File: src/rtl/coin_key_in_pio_if.sv
// coin_key_in_pio_if: Avalon-MM s1 slave bus for the coin/key input PIO
//   address[1:0], chipselect, write_n, writedata[WIDTH-1:0] : master -> slave
//   readdata[WIDTH-1:0]                                     : slave -> master, zero wait states
interface coin_key_in_pio_if #(parameter int WIDTH = 4);
  logic [1:0]       address;
  logic             chipselect;
  logic             write_n;
  logic [WIDTH-1:0] writedata;
  logic [WIDTH-1:0] readdata;
  modport slave (input address, chipselect, write_n, writedata, output readdata);
  modport master(output address, chipselect, write_n, writedata, input readdata);
endinterface

File: src/rtl/coin_key_in_pio.sv
// coin_key_in_pio: synchronized, debounced coin/key input PIO with edge capture and maskable irq
//   clk, reset_n (async, active-low) | s1: Avalon-MM slave (coin_key_in_pio_if.slave)
//   in_port[WIDTH-1:0]: raw asynchronous lines | irq: registered level interrupt
//   Registers: 0 DATA (debounced levels, RO), 1 reads 0, 2 IRQ_MASK (RW), 3 EDGE_CAPTURE (W1C)
//   COIN_KEY_DEBOUNCE_EN defined: per-bit debounce counters; undefined: stable follows sync2 each edge
module coin_key_in_pio #(
  parameter int WIDTH           = 4,
  parameter int DEBOUNCE_CYCLES = 50000,
  parameter int CNT_W           = 16
) (
  input  logic                   clk,
  input  logic                   reset_n,
  coin_key_in_pio_if.slave       s1,
  input  logic [WIDTH-1:0]       in_port,
  output logic                   irq
);
  if (DEBOUNCE_CYCLES < 2 || (64'(1) << CNT_W) <= 64'(DEBOUNCE_CYCLES)) begin : g_bad_cfg
    $error("coin_key_in_pio: DEBOUNCE_CYCLES must be >= 2 and < 2**CNT_W");
  end
  logic [WIDTH-1:0] sync1_q, sync2_q;
  logic [WIDTH-1:0] stable_q, stable_d;
  logic [WIDTH-1:0] mask_q, mask_d;
  logic [WIDTH-1:0] edge_q, edge_d;
  logic [WIDTH-1:0] rise;
  logic             irq_q, irq_d;
  logic             wr;
`ifdef COIN_KEY_DEBOUNCE_EN
  logic [CNT_W-1:0] cnt_q [WIDTH];
  logic [CNT_W-1:0] cnt_d [WIDTH];
  always_comb begin
    stable_d = stable_q;
    for (int i = 0; i < WIDTH; i++) begin
      cnt_d[i] = '0;
      if (sync2_q[i] != stable_q[i]) begin
        if (cnt_q[i] == CNT_W'(DEBOUNCE_CYCLES - 1)) stable_d[i] = sync2_q[i];
        else cnt_d[i] = cnt_q[i] + 1'b1;
      end
    end
  end
  always_ff @(posedge clk or negedge reset_n)
    if (!reset_n) cnt_q <= '{default: '0};
    else cnt_q <= cnt_d;
`else
  always_comb stable_d = sync2_q;
`endif
  // rise comes from the update term so edge_capture sets on the same edge stable rises
  always_comb begin
    wr       = s1.chipselect && !s1.write_n;
    rise     = stable_d & ~stable_q;
    mask_d   = (wr && s1.address == 2'd2) ? s1.writedata : mask_q;
    edge_d   = (edge_q & ~((wr && s1.address == 2'd3) ? s1.writedata : '0)) | rise;
    irq_d    = |(edge_q & mask_q);
  end
  assign s1.readdata = !s1.chipselect      ? '0       :
                       s1.address == 2'd0  ? stable_q :
                       s1.address == 2'd2  ? mask_q   :
                       s1.address == 2'd3  ? edge_q   : '0;
  assign irq = irq_q;
  always_ff @(posedge clk or negedge reset_n)
    if (!reset_n) begin
      sync1_q  <= '0;
      sync2_q  <= '0;
      stable_q <= '0;
      mask_q   <= '0;
      edge_q   <= '0;
      irq_q    <= 1'b0;
    end else begin
      sync1_q  <= in_port;
      sync2_q  <= sync1_q;
      stable_q <= stable_d;
      mask_q   <= mask_d;
      edge_q   <= edge_d;
      irq_q    <= irq_d;
    end
endmodule

File: src/flat_wrapper.sv
// flat-port wrapper written by rule: the top's interface ports become plain ports
module coin_key_in_pio_flat 
#(
  parameter int WIDTH           = 4,
  parameter int DEBOUNCE_CYCLES = 50000,
  parameter int CNT_W           = 16
)
  (clk, reset_n, in_port, irq, s1_address, s1_chipselect, s1_write_n, s1_writedata, s1_readdata);
  coin_key_in_pio_if #(.WIDTH(WIDTH)) s1_i ();
  input  logic clk;
  input  logic reset_n;
  input  logic [WIDTH-1:0] in_port;
  output logic irq;
  input wire logic [$bits(s1_i.address)-1:0] s1_address;
  input wire logic [$bits(s1_i.chipselect)-1:0] s1_chipselect;
  input wire logic [$bits(s1_i.write_n)-1:0] s1_write_n;
  input wire logic [$bits(s1_i.writedata)-1:0] s1_writedata;
  output wire logic [$bits(s1_i.readdata)-1:0] s1_readdata;
  assign s1_i.address = s1_address;
  assign s1_i.chipselect = s1_chipselect;
  assign s1_i.write_n = s1_write_n;
  assign s1_i.writedata = s1_writedata;
  assign s1_readdata = s1_i.readdata;
  coin_key_in_pio #(.WIDTH(WIDTH), .DEBOUNCE_CYCLES(DEBOUNCE_CYCLES), .CNT_W(CNT_W)) u_core (.clk(clk), .reset_n(reset_n), .s1(s1_i), .in_port(in_port), .irq(irq));
endmodule
File: config.mk
export PLATFORM = sky130hd
export DESIGN_NAME = coin_key_in_pio_flat
export DESIGN_NICKNAME = d
export VERILOG_FILES = /design/src/rtl/coin_key_in_pio_if.sv /design/src/rtl/coin_key_in_pio.sv /design/src/flat_wrapper.sv
export SDC_FILE = /design/constraint.sdc
export NUM_CORES = 1
export LEC_CHECK = 0
export ABC_AREA = 1
export ABC_CLOCK_PERIOD_IN_PS = 800
export BUFFER_PORTS_ARGS = -buffer_cell sky130_fd_sc_hd__clkbuf_2
export CORE_MARGIN = 4
export CORE_UTILIZATION = 51
export CTS_CLUSTER_SIZE = 16
export DETAILED_ROUTE_END_ITERATION = 8
export PLACE_DENSITY_LB_ADDON = 0.3
export REMOVE_ABC_BUFFERS = 1
export SLEW_MARGIN = 20
export SYNTH_ARGS = -nofsm -noshare
export SYNTH_HDL_FRONTEND = slang
export SYNTH_SLANG_ARGS = --single-unit
File: constraint.sdc
create_clock -name clk -period 0.8 [get_ports clk]
set_input_delay 0.08 -clock clk [delete_from_list [all_inputs] [get_ports clk]]
set_output_delay 0.08 -clock clk [all_outputs]
set_load 0.1 [all_outputs]
==> results of run 1 <==
## stage by stage
| stage | setup TNS [ps] | area (µm²) | worst slack (ps) | power [mW] | cells |
|---|---|---|---|---|---|
| detailed placement | -1384 | 1117 | -162.9 | 1.915 | 136 |
| global placement | -1005 | 1117 | -126.6 | 1.896 | 136 |
| CTS | -1929 | 1206 | -436.1 | 2.442 | 146 |
| global route | -2229 | 1226 | -495.5 | 2.565 | 147 |
| floorplan | -1748 | 849.6 | -396.1 | 1.572 | 91 |
| finish | -1865 | 1226 | -420.6 | 2.431 | 147 |
## path summary, 6_finish.rpt
path | start | endpoint | slack [ps] | cells past startpoint
setup / recovery | u_core.edge_q[0]$_DFF_PN0_ | s1_readdata[0] | -420 | 5
hold / removal | s1_writedata[0] | u_core.mask_q[0]$_DFFE_PN0P_ | 10 | 3
setup reg to reg | u_core.edge_q[0]$_DFF_PN0_ | u_core.irq$_DFF_PN0_ | -40 | 3
hold reg to reg | u_core.sync1_q[1]$_DFF_PN0_ | u_core.stable_d[1]$_DFF_PN0_ | 360 | 0
max in group asynchronous | reset_n | u_core.stable_q[1]$_DFF_PN0_ | 200 | 2
min in group asynchronous | reset_n | u_core.sync1_q[3]$_DFF_PN0_ | 260 | 2
## kinds of logic (layout without fill, tap and decap cells)
group / after synthesis / count (layout) / share of synthesized area [%]
AND/OR/NAND/NOR: 58 / 58 / 32.13
buffers and inverters: 14 / 52 / 7.349
flip-flops: 21 / 21 / 60.52
## what timing repair did
item / 4_1_cts / 5_1_grt
setup endpoints to repair: 6 / 7
resized for setup: 6 / 3
endpoints found under the hold margin: 25 / 0
hold buffers: 5 / 0
setup buffers: 3 / 3
pin swaps: 8 / 5
## report_power, final
part	internal, mW	switching (mW)
sequential	1.15	0.0559
combinational	0.299	0.433
clock	0.194	0.295
total	1.65	0.784
## area by class of cell
type	instances	share of cell area, %
multi-input cells	58	24.18
flip-flops and latches	21	42.86
well taps	16	1.633
repair buffers	36	25.51
clock buffers	4	2.143
inverters	12	3.673
## worst min-delay path: stages
cell	delay, ps
sky130_fd_sc_hd__clkbuf_2	90
sky130_fd_sc_hd__nand3_1	70
sky130_fd_sc_hd__nand2_1	50
## placed cells by master, fill, tap and decap left out
cell type,count
sky130_fd_sc_hd__buf_12,5
sky130_fd_sc_hd__dlygate4sd3_1,5
sky130_fd_sc_hd__nor2_8,1
sky130_fd_sc_hd__nand3_2,2
sky130_fd_sc_hd__clkbuf_4,3
sky130_fd_sc_hd__nand3_1,18
sky130_fd_sc_hd__nor2_4,2
sky130_fd_sc_hd__buf_4,13
sky130_fd_sc_hd__inv_1,7
sky130_fd_sc_hd__clkbuf_1,1
sky130_fd_sc_hd__nand4_1,1
sky130_fd_sc_hd__nand2_2,4
sky130_fd_sc_hd__nand2_1,30
sky130_fd_sc_hd__inv_2,5
sky130_fd_sc_hd__clkbuf_2,13
sky130_fd_sc_hd__dfrtp_1,21
## sequential cells by signal (all words and copies together), names as in the netlist
| signal | flops |
|---|---|
| u_core.edge_q | 4 |
| u_core.irq | 1 |
| u_core.mask_q | 4 |
| u_core.stable_d | 4 |
| u_core.stable_q | 4 |
| u_core.sync1_q | 4 |
## layer usage
metal	track usage [%]	vias up	share of wire (%)
li1	-	367	-
met1	19.84	355	42
met2	27.68	23	50
met3	3.364	5	5.2
met4	10.90	0	2.4
met5	0	-	0
==> metrics.log, run 1 <==
INFO  metric status = finished, violations left
INFO  metric violations = setup timing
INFO  metric detail_route.first_pass.iterations = 4
INFO  metric critical-path-slowest-cell = sky130_fd_sc_hd__dfrtp_1
INFO  metric antenna_found_initial = 0
INFO  metric post_synthesis_cell_area = 868.3 µm²
INFO  metric multi_input_comb_area = 296.5 µm²
INFO  metric finalHoldViolCount = 0
INFO  metric slew_viol_final = 0
INFO  metric worst-endpoint-required = 720 ps
INFO  metric achievable-frequency = 819.3 MHz
INFO  metric post_drt_via_cell_ratio = 5.102
INFO  metric drive_above_1_share = 36.64%
INFO  metric power_density = 1983 nW/µm²
INFO  metric final.min_clock_period = 1221 ps
INFO  metric layout.filler_cells = 101
INFO  metric timing_worst_slew_pin_value = 498.1 ps
INFO  metric count_of_state_elements_after_synthesis = 21
INFO  metric synth_most_common_cell = sky130_fd_sc_hd__nand2_1
INFO  metric ys_top_cells_by_area = sky130_fd_sc_hd__dfrtp_1 61%, sky130_fd_sc_hd__nand2_1 14%, sky130_fd_sc_hd__nand3_1 12%, sky130_fd_sc_hd__inv_1 4.8%, sky130_fd_sc_hd__nor2_4 2.6%
INFO  metric area.sequential = 525.5 µm²
INFO  metric critical_path.startpoint_type = flip-flop
INFO  metric cell_by_cell_listing_of_the_critical_path = nand3_2 -> nand3_2 -> nand2_2 -> inv_2 -> buf_12
INFO  metric synth.lib_cells_used.distinct = 11
INFO  metric netlist_instances = 93
INFO  metric synth_top_area_share = 60.52%
INFO  metric cts.sink_count = 21
INFO  metric boundaryPins = 19
INFO  metric flow.area_growth_from_synthesis = 41.21%
INFO  metric yosysWarnings = 0
INFO  metric die_wd = 49.26 µm
INFO  metric numCtsBuffers = 3
INFO  metric worst_clock_skew = 3.264 ps
INFO  metric utilization = 78.65%
INFO  metric final.setup.worst_slack = -420.6 ps
INFO  metric wl_per_cell = 12.69 µm
INFO  metric critPathMaxFanout = 2
INFO  metric final_cycle_share = 152.6%
INFO  metric setup_viol_count_final = 6
INFO  metric cts.root.buffer_cell = sky130_fd_sc_hd__clkbuf_4
INFO  metric clock_tree.htree_level_count = 1
INFO  metric synth_async_sr_flop_share = 100.0%
INFO  metric floorplan.initialDensity = 55.70%
INFO  metric holdWs = 11.48 ps
INFO  metric dieArea = 2427 µm²
INFO  metric grt_start_max_net_pins = 22
INFO  metric synth_enable_flop_cells = 0
INFO  metric die_h = 49.26 µm
INFO  metric cellLeakagePower = 0.6578 nW
INFO  metric ys_top_cells_by_count = 33 x sky130_fd_sc_hd__nand2_1, 21 x sky130_fd_sc_hd__dfrtp_1, 20 x sky130_fd_sc_hd__nand3_1, 11 x sky130_fd_sc_hd__inv_1, 2 x sky130_fd_sc_hd__nor2_4
INFO  metric cpMostUsedCell = sky130_fd_sc_hd__nand3_2
INFO  metric route.vias.total = 750
INFO  metric num_antenna_cells = 0
INFO  metric clock_insertion_delay_worst_skew = 300 ps
INFO  metric first_global_vias = 744
INFO  metric placement.io_buffers = 18
INFO  metric critical_path_arrival = 1140 ps
INFO  metric synth_area_leader_cell = sky130_fd_sc_hd__dfrtp_1
INFO  metric critPathKind = reg2out
INFO  metric max_cap_viol_count = 0
INFO  metric syn_area_per_cell = 9.337 µm²
INFO  metric drtIter0Drc = 15
INFO  metric net_total_in_the_final_layout = 146
INFO  metric clock_path_buffers = 2
INFO  metric synth.yosys.seq_area_share = 60.52%
INFO  metric irDropWorstVdd = 1684 µV
INFO  metric grt_use_total = 16.85%
INFO  metric tritoncts = built
INFO  metric detail-route-antenna-nets = 0
INFO  metric number_of_rows_created_at_floorplan = 14
INFO  metric timing.critical_path.slowest_cell_delay = 400 ps
INFO  metric hpwlAfterDp = 1341 µm
INFO  metric min_path_type = in2reg
INFO  metric grt_pass1_wl = 3091 µm
INFO  metric delay_heaviest_family_cp = flip-flops
INFO  metric drc = 0
INFO  metric grt_remaining_overflow = 0
INFO  metric dominantRegCellSynth = sky130_fd_sc_hd__dfrtp_1
INFO  metric timing.critical_path.buf_inv = 2
INFO  metric timing.max_slew.rel_slack = 66.80%
INFO  metric core_area = 1559 µm²
INFO  metric path_clk_slew = 110 ps
INFO  metric globalplace.congestion = 0.7582
INFO  metric kind_of_capture_point_of_the_worst_setup_path = output pin
INFO  metric grt_setup_unrepaired = true
INFO  metric post_detailed_routing_wire_length = 1866 µm
No activity file was read; power rests on OpenSTA's default activity.
==> run 2: changes to the inputs <==
--- a/config.mk
+++ b/config.mk
@@ -8,7 +8,6 @@
 export ABC_AREA = 1
 export ABC_CLOCK_PERIOD_IN_PS = 800
 export BUFFER_PORTS_ARGS = -buffer_cell sky130_fd_sc_hd__clkbuf_2
-export CORE_MARGIN = 4
 export CORE_UTILIZATION = 51
 export CTS_CLUSTER_SIZE = 16
 export DETAILED_ROUTE_END_ITERATION = 8
==> metrics.log, run 2 (synthesized netlist as in run 1, its figures left out) <==
INFO  metric mostFrequentLayoutCell = sky130_fd_sc_hd__nand2_1
INFO  metric grt_setup_unrepaired = true
INFO  metric floorplan.initialDensity = 56.33% (+0.63 points)
INFO  metric holdWs = 9.157 ps (-2.322 ps)
INFO  metric number_of_rows_created_at_floorplan = 14 (unchanged)
INFO  metric num_antenna_cells = 0 (unchanged)
INFO  metric drtIter0Drc = 11 (-4)
INFO  metric tritoncts = built
INFO  metric die_h = 43.26 µm (-12%)
INFO  metric hpwlAfterDp = 1234 µm (-8.0%)
INFO  metric cts.sink_count = 21 (unchanged)
INFO  metric max_cap_viol_count = 0 (unchanged)
INFO  metric violations = setup timing
INFO  metric worstSetupStartpoint = u_core.edge_q[1]$_DFF_PN0_
INFO  metric power_switching = 799.8 µW (+2.1%)
INFO  metric wl_per_cell = 11.71 µm (-7.7%)
INFO  metric reg2regPathDepth = 4 (+1)
INFO  metric timing.hold.worst_endpoint = u_core.mask_q[2]$_DFFE_PN0P_
INFO  metric cts.root.buffer_cell = sky130_fd_sc_hd__clkbuf_4
INFO  metric boundaryPins = 19 (unchanged)
INFO  metric net_switching_fraction_of_the_power = 32.72% (+0.50 points)
INFO  metric power_density = 1975 nW/µm² (-0.40%)
INFO  metric detail-route-antenna-nets = 0 (unchanged)
INFO  metric dieArea = 1871 µm² (-23%)
INFO  metric critical-path-slowest-cell = sky130_fd_sc_hd__dfrtp_1
INFO  metric power.total = 2.444 mW (+0.52%)
INFO  metric numCtsBuffers = 3 (unchanged)
INFO  metric kind_of_capture_point_of_the_worst_setup_path = output pin
INFO  metric critical_path.startpoint_type = flip-flop
INFO  metric mostFrequentLayoutCells = 28 x sky130_fd_sc_hd__nand2_1, 21 x sky130_fd_sc_hd__dfrtp_1, 17 x sky130_fd_sc_hd__nand3_1
INFO  metric drc = 0 (unchanged)
INFO  metric clock_tree.htree_level_count = 1 (unchanged)
INFO  metric flow.area_growth_from_synthesis = 42.51%
INFO  metric min_delay_path_depth = 3 (unchanged)
INFO  metric power.sequential.fraction = 49.6% (-0.2 points)
INFO  metric post_drt_via_cell_ratio = 4.925 (-3.5%)
INFO  metric p_clk_share = 20.5% (+0.4 points)
INFO  metric worst_clock_skew = 3.942 ps (+0.6776 ps)
INFO  metric net_total_in_the_final_layout = 145 (-0.68%)
INFO  metric clock_insertion_delay_worst_skew = 310 ps (about the same)
INFO  metric placement.io_buffers = 18 (unchanged)
INFO  metric timing.max_slew.rel_slack = 66.81% (about the same)
INFO  metric detail_route.first_pass.iterations = 2 (-2)
INFO  metric grt_use_total = 22.01% (+5.2 points)
INFO  metric achievable-frequency = 797.2 MHz (-2.7%)
INFO  metric cell_by_cell_listing_of_the_critical_path = nand3_2 -> nand3_2 -> nand2_2 -> inv_2 -> buf_12
INFO  metric setup_viol_count_final = 7 (+1)
INFO  metric grt_start_max_net_pins = 22 (unchanged)
INFO  metric slew_viol_final = 0 (unchanged)
INFO  metric status = finished, violations left
INFO  metric critPathMaxFanout = 2 (unchanged)
INFO  metric post_detailed_routing_wire_length = 1710 µm (-8.4%)
INFO  metric min_path_type = in2reg
INFO  metric first_global_vias = 720 (-3.2%)
INFO  metric worst-endpoint-required = 720 ps (about the same)
INFO  metric timing_worst_slew_pin_value = 497.9 ps (-0.1739 ps)
INFO  metric irDropWorstVdd = 1695 µV (+0.63%)
INFO  metric startpoint_of_the_most_critical_register_to_register_path = u_core.edge_q[1]$_DFF_PN0_
INFO  metric globalplace.congestion = 0.8384 (+11%)
INFO  metric die_wd = 43.26 µm (-12%)
INFO  metric core_area = 1541 µm² (-1.1%)
INFO  metric power_internal = 1.644 mW (-0.22%)
INFO  metric critical_path_arrival = 1170 ps (+30 ps)
INFO  metric register_to_register_setup_slack = -130 ps (-90 ps)
INFO  metric route.vias.total = 719 (-4.1%)
INFO  metric grt_pass1_wl = 2891 µm (-6.5%)
INFO  metric grt_remaining_overflow = 0 (unchanged)
INFO  metric share_comb_of_total_power = 29.9% (-0.2 points)
INFO  metric path_clk_slew = 110 ps (about the same)
INFO  metric clock_path_buffers = 2 (unchanged)
INFO  metric final.setup.worst_slack = -454.4 ps (-33.84 ps)
INFO  metric cpMostUsedCell = sky130_fd_sc_hd__nand3_2
INFO  metric regToRegEndpoint = u_core.irq$_DFF_PN0_
INFO  metric critPathKind = reg2out
INFO  metric finalHoldViolCount = 0 (unchanged)
INFO  metric drive_above_1_share = 39.23% (+2.6 points)
INFO  metric antenna_found_initial = 0 (unchanged)
INFO  metric hold_path.startpoint = s1_writedata[2]
INFO  metric final.min_clock_period = 1254 ps (+33.84 ps)
INFO  metric timing.critical_path.slowest_cell_delay = 410 ps (about the same)
INFO  metric cellLeakagePower = 0.6590 nW (+0.19%)
INFO  metric final_cycle_share = 156.8% (+4.2 points)
==> run 2: cell count changes in the layout (fill, tap and decap cells not counted) <==
cell,before,now
sky130_fd_sc_hd__buf_6,0,2
sky130_fd_sc_hd__nand2_1,30,28
sky130_fd_sc_hd__nand2_2,4,6
sky130_fd_sc_hd__clkinv_2,0,1
sky130_fd_sc_hd__nand3_1,18,17
sky130_fd_sc_hd__clkbuf_1,1,0
sky130_fd_sc_hd__buf_4,13,10
sky130_fd_sc_hd__nand3_2,2,3
==> run 2: critical path: cells and delay by family, from the launching register on <==
kind	cells	cell delay [ps]
buf+inv	2	220
simple gates	3	240
flops	1	410
==> run 2: area by class of cell <==
cell class | count | area [µm²]
sequential | 21 | 525.5
timing repair buffer | 35 | 312.8
multi-input combinational | 58 | 306.5
fill | 113 | 304.0
inverter | 12 | 45.04
clock buffer | 3 | 22.52
tap | 16 | 20.02
clock inverter | 1 | 5.005
==> run 2: through the flow <==
stage	std cells	setup slack (ps)	TNS, ps	util (%)	cell area, µm²
floorplan	91	-396.1	-1748	-	849.6
global placement	136	-126.3	-1012	72.48	1117
detailed placement	136	-191.6	-1363	72.48	1117
CTS	146	-474.3	-2019	78.57	1211
global route	146	-528.3	-2544	80.28	1237
finish	146	-454.4	-2103	80.28	1237
==> run 2: power groups by stage <==
| stage | Sequential [mW] | Clock [mW] | Combinational, mW |
|---|---|---|---|
| finish | 1.21 | 0.500 | 0.731 |
| global route | 1.22 | 0.549 | 0.789 |
| CTS | 1.21 | 0.518 | 0.712 |
| detailed placement | 1.23 | 0 | 0.675 |
| global placement | 1.23 | 0 | 0.667 |
| floorplan | 1.32 | 0 | 0.252 |
==> run 2: how the worst max path moves through the flow <==
stage / end / cells after the start
after floorplan: s1_readdata[3] / 4
after global placement: s1_readdata[0] / 7
after detailed placement: s1_readdata[1] / 7
after CTS: s1_readdata[1] / 5
after global routing: s1_readdata[2] / 5
final: s1_readdata[1] / 5
==> run 2: what timing repair did <==
| item | CTS | global route |
|---|---|---|
| pin swaps | 5 | 6 |
| buffers inserted | 1 | 3 |
| endpoints found under the setup margin | 5 | 8 |
| hold endpoints to repair | 25 | 0 |
| resized for setup | 7 | 8 |
| hold buffers | 5 | 0 |
==> run 2: per-layer routing <==
metal | routed length (µm) | part of all wire [%] | vias to the layer above | GRT usage (%)
met5 | 0 | 0 | - | 0
met2 | 843 | 49 | 19 | 31.94
met1 | 751 | 44 | 331 | 29.89
met4 | 60 | 3.5 | 0 | 14.55
met3 | 55 | 3.2 | 7 | 4.255
li1 | - | - | 362 | -
